### src/rtl/seq_addsub_acc_pkg.sv
// ============================================================================
// Module  : seq_addsub_acc_pkg
// Brief   : Lab arithmetic package: operation mode and sequencer state enums.
// Revision: 1.0 - initial release
// ============================================================================
`default_nettype none

package seq_addsub_acc_pkg;

  typedef enum logic [1:0] {
    MODE_ADD    = 2'b00,
    MODE_SUB    = 2'b01,
    MODE_ACC    = 2'b10,
    MODE_ACCSUB = 2'b11
  } mode_e;

  typedef enum logic [1:0] {
    IDLE = 2'b00,
    RUN  = 2'b01,
    DONE = 2'b10
  } state_e;

endpackage

`default_nettype wire

### src/rtl/seq_addsub_acc_chunk_adder.sv
// ============================================================================
// Module  : chunk_adder (with fulladder cell)
// Brief   : CHUNK-bit ripple adder built from fulladder cells; also exposes
//           the carry into its MSB for signed-overflow detection.
// Revision: 1.0 - initial release
// ============================================================================
`default_nettype none

module fulladder (
  input  logic a,
  input  logic b,
  input  logic ci,
  output logic s,
  output logic co
);
  assign s  = a ^ b ^ ci;
  assign co = (a & b) | (ci & (a ^ b));
endmodule

module chunk_adder #(
  parameter int CHUNK = 4
) (
  input  logic [CHUNK-1:0] A,
  input  logic [CHUNK-1:0] B,
  input  logic             Ci,
  output logic [CHUNK-1:0] S,
  output logic             Co,
  output logic             Cmsb
);
  logic [CHUNK:0] w_c;

  assign w_c[0] = Ci;

  for (genvar i = 0; i < CHUNK; i++) begin : g_bit
    fulladder u_fa (
      .a (A[i]),
      .b (B[i]),
      .ci(w_c[i]),
      .s (S[i]),
      .co(w_c[i+1])
    );
  end

  assign Co   = w_c[CHUNK];
  assign Cmsb = w_c[CHUNK-1];
endmodule

`default_nettype wire

### src/rtl/seq_addsub_acc.sv
// ============================================================================
// Module  : seq_addsub_acc
// Brief   : Multi-cycle add/sub/accumulate unit, CHUNK bits per clock through
//           one shared ripple stage, start/done handshake, registered flags.
// Revision: 1.0 - initial release
// ============================================================================
`default_nettype none

module seq_addsub_acc
  import seq_addsub_acc_pkg::*;
#(
  parameter int WIDTH = 16,
  parameter int CHUNK = 4
) (
  input  logic             Clock,
  input  logic             Reset,
  input  logic             Start,
  input  logic [1:0]       Mode,
  input  logic [WIDTH-1:0] X,
  input  logic [WIDTH-1:0] Y,
  output logic             Busy,
  output logic             Done,
  output logic [WIDTH-1:0] S,
  output logic             Co,
  output logic             Ovf
);
  localparam int c_NCH = WIDTH / CHUNK;
  localparam int c_KW  = (c_NCH > 1) ? $clog2(c_NCH) : 1;
  localparam logic [c_KW-1:0] c_K_LAST = c_KW'(c_NCH - 1);

  state_e            r_state;
  state_e            w_next;
  logic [c_KW-1:0]   r_k;
  logic [WIDTH-1:0]  r_a;
  logic [WIDTH-1:0]  r_b;
  logic              r_c;
  logic [WIDTH-1:0]  r_part;
  logic [WIDTH-1:0]  r_s;
  logic              r_co;
  logic              r_ovf;

  logic [WIDTH-1:0]  w_lat_a;
  logic [WIDTH-1:0]  w_lat_b;
  logic              w_lat_c;
  logic [CHUNK-1:0]  w_a_chunk;
  logic [CHUNK-1:0]  w_b_chunk;
  logic [CHUNK-1:0]  w_sum;
  logic              w_cout;
  logic              w_cmsb;
  logic [WIDTH-1:0]  w_part_next;
  logic              w_last;

  // Subtraction is A + ~B + 1; accumulate modes take the current result as A.
  always_comb begin
    w_lat_a = X;
    w_lat_b = Y;
    w_lat_c = 1'b0;
    case (mode_e'(Mode))
      MODE_ADD: ;
      MODE_SUB: begin
        w_lat_b = ~Y;
        w_lat_c = 1'b1;
      end
      MODE_ACC: begin
        w_lat_a = r_s;
        w_lat_b = X;
      end
      MODE_ACCSUB: begin
        w_lat_a = r_s;
        w_lat_b = ~X;
        w_lat_c = 1'b1;
      end
      default: ;
    endcase
  end

  assign w_a_chunk = r_a[r_k*CHUNK +: CHUNK];
  assign w_b_chunk = r_b[r_k*CHUNK +: CHUNK];
  assign w_last    = (r_k == c_K_LAST);

  chunk_adder #(.CHUNK(CHUNK)) u_chunk_adder (
    .A   (w_a_chunk),
    .B   (w_b_chunk),
    .Ci  (r_c),
    .S   (w_sum),
    .Co  (w_cout),
    .Cmsb(w_cmsb)
  );

  always_comb begin
    w_part_next = r_part;
    w_part_next[r_k*CHUNK +: CHUNK] = w_sum;
  end

  always_ff @(posedge Clock or posedge Reset) begin
    if (Reset) r_state <= IDLE;
    else       r_state <= w_next;
  end

  always_comb begin
    w_next = r_state;
    case (r_state)
      IDLE:    if (Start) w_next = RUN;
      RUN:     if (w_last) w_next = DONE;
      DONE:    w_next = IDLE;
      default: w_next = IDLE;
    endcase
  end

  // Result registers load on the last RUN edge so they are valid with Done.
  always_ff @(posedge Clock or posedge Reset) begin
    if (Reset) begin
      r_k    <= '0;
      r_a    <= '0;
      r_b    <= '0;
      r_c    <= 1'b0;
      r_part <= '0;
      r_s    <= '0;
      r_co   <= 1'b0;
      r_ovf  <= 1'b0;
    end else begin
      case (r_state)
        IDLE: if (Start) begin
          r_a <= w_lat_a;
          r_b <= w_lat_b;
          r_c <= w_lat_c;
          r_k <= '0;
        end
        RUN: begin
          r_part <= w_part_next;
          r_c    <= w_cout;
          if (w_last) begin
            r_k   <= '0;
            r_s   <= w_part_next;
            r_co  <= w_cout;
            r_ovf <= w_cmsb ^ w_cout;
          end else begin
            r_k <= r_k + 1'b1;
          end
        end
        default: ;
      endcase
    end
  end

  assign Busy = (r_state == RUN);
  assign Done = (r_state == DONE);
  assign S    = r_s;
  assign Co   = r_co;
  assign Ovf  = r_ovf;

endmodule

`default_nettype wire

### config.mk
export PLATFORM = sky130hd
export DESIGN_NAME = seq_addsub_acc
export DESIGN_NICKNAME = d
export VERILOG_FILES = /design/src/rtl/seq_addsub_acc_pkg.sv /design/src/rtl/seq_addsub_acc_chunk_adder.sv /design/src/rtl/seq_addsub_acc.sv
export SDC_FILE = /design/constraint.sdc
export NUM_CORES = 1
export LEC_CHECK = 0
export CAP_MARGIN = 0
export CORE_MARGIN = 2
export CORE_UTILIZATION = 40
export CTS_BUF_LIST = sky130_fd_sc_hd__clkbuf_8
export CTS_CLUSTER_SIZE = 14
export DETAILED_ROUTE_END_ITERATION = 8
export PLACE_DENSITY = 0.63
export SLEW_MARGIN = 20
export SYNTH_ARGS = -nofsm -noshare
export SYNTH_HDL_FRONTEND = slang
export SYNTH_SLANG_ARGS = --single-unit
### constraint.sdc
create_clock -name Clock -period 3.4 [get_ports Clock]
set_input_delay 0.68 -clock Clock [delete_from_list [all_inputs] [get_ports Clock]]
set_output_delay 0.68 -clock Clock [all_outputs]
set_load 0.02 [all_outputs]
==> Word level (Yosys, flattened, before mapping) <==
Cells that the tools add are included.
{ "word_totals": {"wordCells": 66, "reg_bits": 71, "in_bits": 37, "output_inout_bits": 20} }
{ "op_classes": {"shifts": 4, "n_reduce_logical": 8, "n_addsub": 2, "eq_ne": 8, "muxes": 12, "bitwise_logic": 23} }
{ "ops": {"columns": ["cell", "count"], "rows": [
  ["16-bit case mux with 3 select lines", 1],
  ["4-bit negation with 34-bit output", 1],
  ["4-bit by 34-bit variable shift with 16-bit output (first input constant)", 1],
  ["4-bit by 34-bit indexed part select with 16-bit output", 1],
  ["16-bit inverter", 2],
  ["16-bit by 5-bit indexed part select with 4-bit output", 2],
  ["16-bit bitwise mux", 1],
  ["16-bit 2-to-1 mux", 1],
  ["1-bit bitwise XOR", 9],
  ["1-bit bitwise AND", 8],
  ["2-bit equality test (second input constant)", 4],
  ["2-bit 2-to-1 mux", 4],
  ["2-bit case mux with 2 select lines", 2],
  ["2-bit AND reduction", 4],
  ["2-bit by 1-bit equality test with 1-bit output (second input constant)", 2],
  ["1-bit bitwise OR", 4],
  ["2-bit OR reduction", 2],
  ["2-bit by 1-bit adder with 2-bit output (second input constant)", 1],
  ["2-bit zero test", 1],
  ["1-bit 2-to-1 mux", 2],
  ["2-bit by 1-bit inequality test with 1-bit output (second input constant)", 1],
  ["2-bit inequality test (second input constant)", 1],
  ["1-bit case mux with 2 select lines", 1],
  ["2-bit nonzero test", 1]
]} }

==> Depth between registers and ports, before layout <==
Gate-level depths: netlist of the first run.
{ "depth": {"word_depth": 11, "ltp_mapped": 13, "ltp_nobuf": 11} }

==> Hierarchy <==
Synthesis of the first run repeated with hierarchy kept, for this count alone.
{ "unflattened": {"hier_cells": 338, "area_unflattened_um2": 3786.1} }
{ "by_module_without_submodules": {"columns": ["module", "seq_area_each_um2", "n_inst", "cells_per_inst", "area_per_inst_um2"], "rows": [
  ["seq_addsub_acc", 1776.7, 1, 334, 3706.1],
  ["fulladder", 0.0, 4, 1, 20.0]
]} }

==> Worst setup path after synthesis of the first run <==
Ideal clock, no wire load.
{ "synth_timing": {"kind": "register to register", "from": "register r_k[0]", "to": "register r_s[11], in the netlist S[11]", "required_ns": 3.323, "path_slack_ns": 0.321, "path_buffers": 2, "setup_time_ns": 0.077, "arrival_ns": 3.002, "synth_period_minus_slack_ns": 3.079, "path_stages_with_launch": 14, "path_cell_list": "dfrtp_1 buf_4 mux4_2 inv_1 fa_1 inv_1 fa_1 inv_1 fa_1 inv_1 fa_1 clkbuf_1 a21oi_1 a21oi_1"} }
{ "synth_via": {"elab_chain_len": 11, "word_cells_on_any_way": 25, "cone_classes": "add/sub: 1; eq/ne: 1; shift: 4; mux: 1; bitwise: 17; reduce/logical: 1"} }
{ "synth_rtl": {"columns": ["element", "line", "source"], "rows": [
  ["start, declared", "seq_addsub_acc.sv:33", "logic [c_KW-1:0] r_k;"],
  ["start signal, assigned", "seq_addsub_acc.sv:138", "r_k <= r_k + 1'b1;"],
  ["16-bit by 5-bit indexed part select with 4-bit output (on tied branches)", "seq_addsub_acc.sv:77, seq_addsub_acc.sv:78", null],
  ["1-bit bitwise XOR", "seq_addsub_acc_chunk_adder.sv:16, seq_addsub_acc_chunk_adder.sv:17", null],
  ["1-bit bitwise AND", "seq_addsub_acc_chunk_adder.sv:17", "assign co = (a & b) | (ci & (a ^ b));"],
  ["1-bit bitwise OR", "seq_addsub_acc_chunk_adder.sv:17", null],
  ["1-bit bitwise AND", "seq_addsub_acc_chunk_adder.sv:17", null],
  ["1-bit bitwise OR", "seq_addsub_acc_chunk_adder.sv:17", null],
  ["1-bit bitwise AND", "seq_addsub_acc_chunk_adder.sv:17", null],
  ["1-bit bitwise OR", "seq_addsub_acc_chunk_adder.sv:17", null],
  ["1-bit bitwise XOR", "seq_addsub_acc_chunk_adder.sv:16", "assign s = a ^ b ^ ci;"],
  ["4-bit by 34-bit indexed part select with 16-bit output", "seq_addsub_acc.sv:92", "w_part_next[r_k*CHUNK +: CHUNK] = w_sum;"],
  ["16-bit bitwise mux", "seq_addsub_acc.sv:92", null],
  ["end signal, assigned", "seq_addsub_acc.sv:134", "r_s <= w_part_next;"],
  ["end, declared", "seq_addsub_acc.sv:38", "logic [WIDTH-1:0] r_s;"]
]} }
Several ways; a longest one is shown, not always the timed one.
A chain may end at the register's enable or synchronous reset.

==> Worst setup path after layout of the first run <==
{ "layout_timing": {"from": "register r_k[0]", "to": "register r_s[3], in the netlist S[3]"} }
Same word-level chain as after synthesis.

==> results of run 1 <==
==> cells in the mapped netlist (all sizes together) (8+ instances only) <==
master  instances  area (um^2)
a21oi          16         80.1
buf            21          150
nor2b           9         56.3
mux4            8          180
dfrtp          71         1780
nor2           18         67.6
o21ai          33          188
a32o            8         80.1
mux2i          32          320
inv            12         45.0
nand2b         17          106
a31oi           8         50.1
a22o            8         70.1
nand2          37          139
xor2           16          140
==> power by group <==
part | leakage, nW | internal [W] | switching (W)
logic | 1.04 | 0.00104 | 0.00125
clock network | 0.113 | 0.000424 | 0.000304
registers | 0.895 | 0.00122 | 0.000301
total | 2.05 | 0.00269 | 0.00186
==> per-stage QoR <==
| step | setup slack, ns | area, um^2 | util [%] |
|---|---|---|---|
| 3_5_place_dp | 0.296 | 4370 | 47.5 |
| 3_3_place_gp | 0.393 | 4370 | 47.5 |
| 6_report | 0.264 | 4580 | 49.8 |
| 2_1_floorplan | 0.321 | 3760 | - |
| 4_1_cts | 0.247 | 4580 | 49.8 |
| 5_1_grt | 0.0559 | 4580 | 49.8 |
==> worst max-delay path, cell delays in order (launching register included) <==
cell and delay [ns]:
dfrtp_1 0.52, mux4_2 0.56, inv_1 0.09, fa_1 0.17
inv_1 0.05, fa_1 0.35, inv_1 0.07, fa_1 0.21
inv_1 0.06, fa_1 0.67, a21oi_1 0.12, a21oi_1 0.18
==> cells by family after synthesis <==
family	Yosys count
adders and majority gates	10
AOI/OAI and AO/OA	76
buffers and inverters	38
DFF	71
muxes	42
and+or+nand+nor	90
xor gates and xnor gates	17
==> how the worst max path moves through the flow <==
stage	slack [ns]	endpoint	depth (start not counted)
floorplan	0.32	S[11]$_DFFE_PP0P_	13
global placement	0.39	S[7]$_DFFE_PP0P_	11
detailed placement	0.30	S[11]$_DFFE_PP0P_	11
CTS	0.25	S[3]$_DFFE_PP0P_	11
global route	0.06	S[3]$_DFFE_PP0P_	11
finish	0.26	S[3]$_DFFE_PP0P_	11
==> layout make-up <==
class | count | area [um^2] | area share (%)
tap | 111 | 139 | 3.03
timing repair buffer | 65 | 636 | 13.9
sequential | 71 | 1780 | 38.8
clock inverter | 5 | 73.8 | 1.61
multi-input combinational | 235 | 1770 | 38.7
inverter | 12 | 45.0 | 0.984
clock buffer | 10 | 138 | 3.01
==> registers in the layout (all words and copies together) (netlist names) <==
register and cells:
r_a 16, r_k 2, S 16, r_c 1, r_state 2, Ovf 1
Co 1, r_part 16, r_b 16
==> cells in the final DEF (no fill, tap or decap), types with 2 or more instances in the layout <==
cell             count
inv_1               11
clkbuf_8            10
dfrtp_1             71
buf_4                8
nor4bb_1             3
clkinv_2             2
nor2_1              18
mux4_2               8
inv_2                2
clkdlybuf4s50_1     55
a31oi_1              8
mux2i_1             32
fa_1                 4
a32o_1               8
o21ai_1             26
o21ai_2              6
xor2_1              16
bufinv_16            2
mux2_2               2
nand2b_1            17
o31ai_1              2
a22o_1               8
nand2_1             37
ha_1                 6
a21oi_1             16
nor2b_1              9
==> routing by layer <==
metal | vias up | GRT usage (%) | wire length (um)
li1 | 1292 | - | -
met1 | 1295 | 24.9 | 4080
met2 | 81 | 30.6 | 4120
met3 | 12 | 3.88 | 456
met4 | 0 | 6.55 | 165
met5 | - | 0 | 0
==> results.json, run 1 <==
{
  "drt_iter0_markers": 115,
  "setup_violations": 0,
  "skew_ns": 0.00755,
  "end_kind": "flip-flop",
  "viasPerCell": 5.27,
  "reg2reg_depth": 11,
  "grt_usage_pct": 18.8,
  "gr-total-overflow": 0,
  "wl_per_cell_um": 17.3,
  "synthesis.nets": 391,
  "die_w_um": 101,
  "syn-cell-area_mm2": 0.00376,
  "wl_um": 8830,
  "finalCritPeriodShare_pct": 92.2,
  "cts.reportedPaths.clkPinSlew_ns": 0.07,
  "gp_congestion": 0.807,
  "yosysWarnings": 0,
  "fp.dieH_um": 101,
  "clock_latency_ns": 0.35,
  "area_growth_pct": 21.7,
  "synth-edff-count": 0,
  "synthCells": 344,
  "synth_xor_area_share_pct": 3.96,
  "fillers": 867,
  "synthFlopType": "dfrtp_1",
  "seq_area_frac_synth_pct": 47.2,
  "cts_resized": 0,
  "synth_top_family_by_area": "multiplexers",
  "max_slew_margin_pct": 33.9,
  "cts_max_path_buffers": 2,
  "r2r_end": "S[3]$_DFFE_PP0P_",
  "hold_end": "r_b[4]$_DFFE_PP0P_",
  "dieArea_mm2": 0.0102,
  "vias": 2680,
  "rows": 35,
  "ys_seq_elements": 71,
  "drive_above_1_share_pct": 11.1,
  "max_cap_viol_count": 0,
  "numClockSinks": 71,
  "rrSetupSlack_ns": 0.26,
  "drc": 0,
  "p_total_w": 0.00454,
  "worst-path-max-fanout": 8,
  "hold_ws_ns": 0.482,
  "cts_max_level": 3,
  "peakVddDrop_mv": 0.592,
  "synth-simple-area-share_pct": 12.0,
  "grt_pass1_wl_um": 14300,
  "final_max_slew_viol_count": 0,
  "synth_compound_area_share_pct": 13.1,
  "hpwl_um": 6440,
  "first_pass_iters": 4,
  "p_leak_nw": 2.05,
  "p_per_area_mw_per_mm2": 992,
  "drtAntennaViolNets": 0,
  "hold_buffers": 0,
  "fmax_mhz": 319,
  "clockRootBuffer": "clkbuf_8",
  "synthAdderAreaFrac_pct": 4.12,
  "rsz0062_at_grt": "no",
  "final-hold-violation-count": 0,
  "final.setup.tns_ns": 0,
  "async_flop_share_pct": 100,
  "instances_no_fill": 509,
  "grt_pass1_vias": 2689,
  "status": "completed",
  "start_kind": "flip-flop",
  "pin_count": 57,
  "antenna_found_initial": 0,
  "postCtsSetupBuffers": 0,
  "hold_start": "r_b[4]$_DFFE_PP0P_",
  "numCtsBuffers": 9,
  "dpl.cell_count": 494,
  "grt_max_degree": 67,
  "cts_tree": "built",
  "crit_type": "reg -> reg",
  "muxShareOfSynthArea_pct": 13.9,
  "start_util_pct": 40.9,
  "crit_start": "r_k[0]$_DFFE_PP0P_",
  "finalNetCount": 441,
  "holdPathStages": 2,
  "cp_data_required_time_ns": 3.67,
  "syn_area_per_cell_um2": 10.9,
  "cp.arrival_ns": 3.40,
  "io_buffer_count": 56,
  "rr_startpoint": "r_k[0]$_DFFE_PP0P_",
  "coreArea_mm2": 0.00920,
  "tightest_slew_ns": 0.988,
  "diodes": 0,
  "ys_types": 34,
  "fin_crit_ns": 3.14,
  "hold_path.class": "reg -> reg"
}
No activity file was read; power rests on OpenSTA's default activity.
==> run 2: changes to the inputs <==
Settings changed: CORE_MARGIN 2 to unset, MAX_ROUTING_LAYER set to met4.
Clock period 3.4 ns to 2.9 ns, I/O delays scaled along.
==> results.json, run 2 (same netlist as run 1, synthesis figures left out) <==
{
  "dpl-instance-area_mm2": 0.00440,
  "gr-total-overflow": 0,
  "crit_type": "reg -> reg",
  "grt_max_degree": 67,
  "drt_iter0_markers": 81,
  "finalNetCount": 447,
  "die_w_um": 99.0,
  "drtAntennaViolNets": 0,
  "rsz0062_at_grt": "yes",
  "skew_ns": 0.00828,
  "p_total_w": 0.00522,
  "numCtsBuffers": 9,
  "final_common_cell": "dfrtp_1",
  "final_cell_mix": "dfrtp_1, clkdlybuf4s50_1, nand2_1",
  "cts.reportedPaths.clkPinSlew_ns": 0.07,
  "pin_count": 57,
  "end_kind": "flip-flop",
  "tightest_slew_ns": 0.777,
  "first_pass_iters": 4,
  "cp.arrival_ns": 3.07,
  "dpl.cell_count": 499,
  "drc": 0,
  "hold_ws_ns": 0.480,
  "start_kind": "flip-flop",
  "wl_um": 8690,
  "max_cap_viol_count": 0,
  "coreArea_mm2": 0.00920,
  "cts_max_path_buffers": 2,
  "p_leak_nw": 2.04,
  "clock_latency_ns": 0.35,
  "p_per_area_mw_per_mm2": 1150,
  "instances_no_fill": 514,
  "final-hold-violation-count": 0,
  "post-route-cell-area_mm2": 0.00456,
  "hpwl_um": 6420,
  "rows": 35,
  "gp_congestion": 0.817,
  "fmax_mhz": 357,
  "diodes": 0,
  "worst-path-max-fanout": 8,
  "io_buffer_count": 56,
  "grt_pass1_vias": 2720,
  "start_util_pct": 40.9,
  "numClockSinks": 71,
  "peakVddDrop_mv": 0.609,
  "wl_per_cell_um": 16.9,
  "cts_max_level": 3,
  "cp_data_required_time_ns": 3.18,
  "dieArea_mm2": 0.00980,
  "area_growth_pct": 21.1,
  "max_slew_margin_pct": 48.2,
  "final.setup.tns_ns": 0,
  "fp.dieH_um": 99.0,
  "hold_buffers": 0,
  "setup_violations": 0,
  "drive_above_1_share_pct": 13.6,
  "viasPerCell": 5.18,
  "grt_usage_pct": 19.9,
  "final_max_slew_viol_count": 0,
  "grt_pass1_wl_um": 14300,
  "cts_tree": "built",
  "antenna_found_initial": 0,
  "vias": 2665,
  "clockRootBuffer": "clkbuf_8",
  "fin_crit_ns": 2.80,
  "finalCritPeriodShare_pct": 96.5,
  "status": "completed",
  "hold_path.class": "reg -> reg"
}
==> run 2: timing repair <==
| action | CTS | global route |
|---|---|---|
| setup buffers | 0 | 1 |
| endpoints found under the setup margin | 0 | 9 |
| gates resized for setup | 0 | 1 |
==> run 2: path summary, 6_finish.rpt <==
| check | to | slack (ns) | cells past startpoint | start |
|---|---|---|---|---|
| min | r_b[4]$_DFFE_PP0P_ | 0.48 | 2 | r_b[4]$_DFFE_PP0P_ |
| min reg2reg | r_b[4]$_DFFE_PP0P_ | 0.48 | 2 | r_b[4]$_DFFE_PP0P_ |
| max reg2reg | S[7]$_DFFE_PP0P_ | 0.10 | 11 | r_k[0]$_DFFE_PP0P_ |
| min in group asynchronous | r_b[9]$_DFFE_PP0P_ | 0.60 | 2 | Reset |
| max in group asynchronous | r_part[0]$_DFFE_PP0P_ | 1.57 | 3 | Reset |
| max | S[7]$_DFFE_PP0P_ | 0.10 | 11 | r_k[0]$_DFFE_PP0P_ |
==> run 2: critical path, cell delays in order (launching register included) <==
cell     delay (ns)
dfrtp_2        0.39
mux4_2         0.51
inv_2          0.08
fa_2           0.18
inv_1          0.05
fa_2           0.33
inv_2          0.06
fa_2           0.21
inv_2          0.05
fa_2           0.64
a21oi_1        0.10
a21oi_1        0.14
==> run 2: layer usage <==
layer,vias up,wire [um],GRT usage (%)
met5,-,0,-
met4,0,142,6.89
met3,10,327,3.90
met2,63,4010,30.4
met1,1288,4200,26.4
li1,1304,-,-
==> run 2: cell type report <==
type	instances	area [um^2]
multi-input cells	235	1780
clock inverters	5	21.3
inverters	12	45.0
well taps	111	139
clock buffers	9	124
fillers	858	4640
flip-flops and latches	71	1780
repair buffers	71	668
==> run 2: stage by stage <==
| step | setup slack (ns) | utilization, % |
|---|---|---|
| 3_3_place_gp | 0.0773 | 47.9 |
| 6_report | 0.102 | 49.6 |
| 4_1_cts | 0.0127 | 49.4 |
| 3_5_place_dp | 0.0354 | 47.9 |
| 5_1_grt | -0.0202 | 49.6 |
| 2_1_floorplan | -0.00443 | - |
==> run 2: where the power goes <==
group          leakage [nW]  total [W]  internal (W)  switching (W)
clock network        0.0885   0.000639      0.000288       0.000351
logic                  1.06    0.00282       0.00131        0.00151
registers             0.893    0.00176       0.00143       0.000328
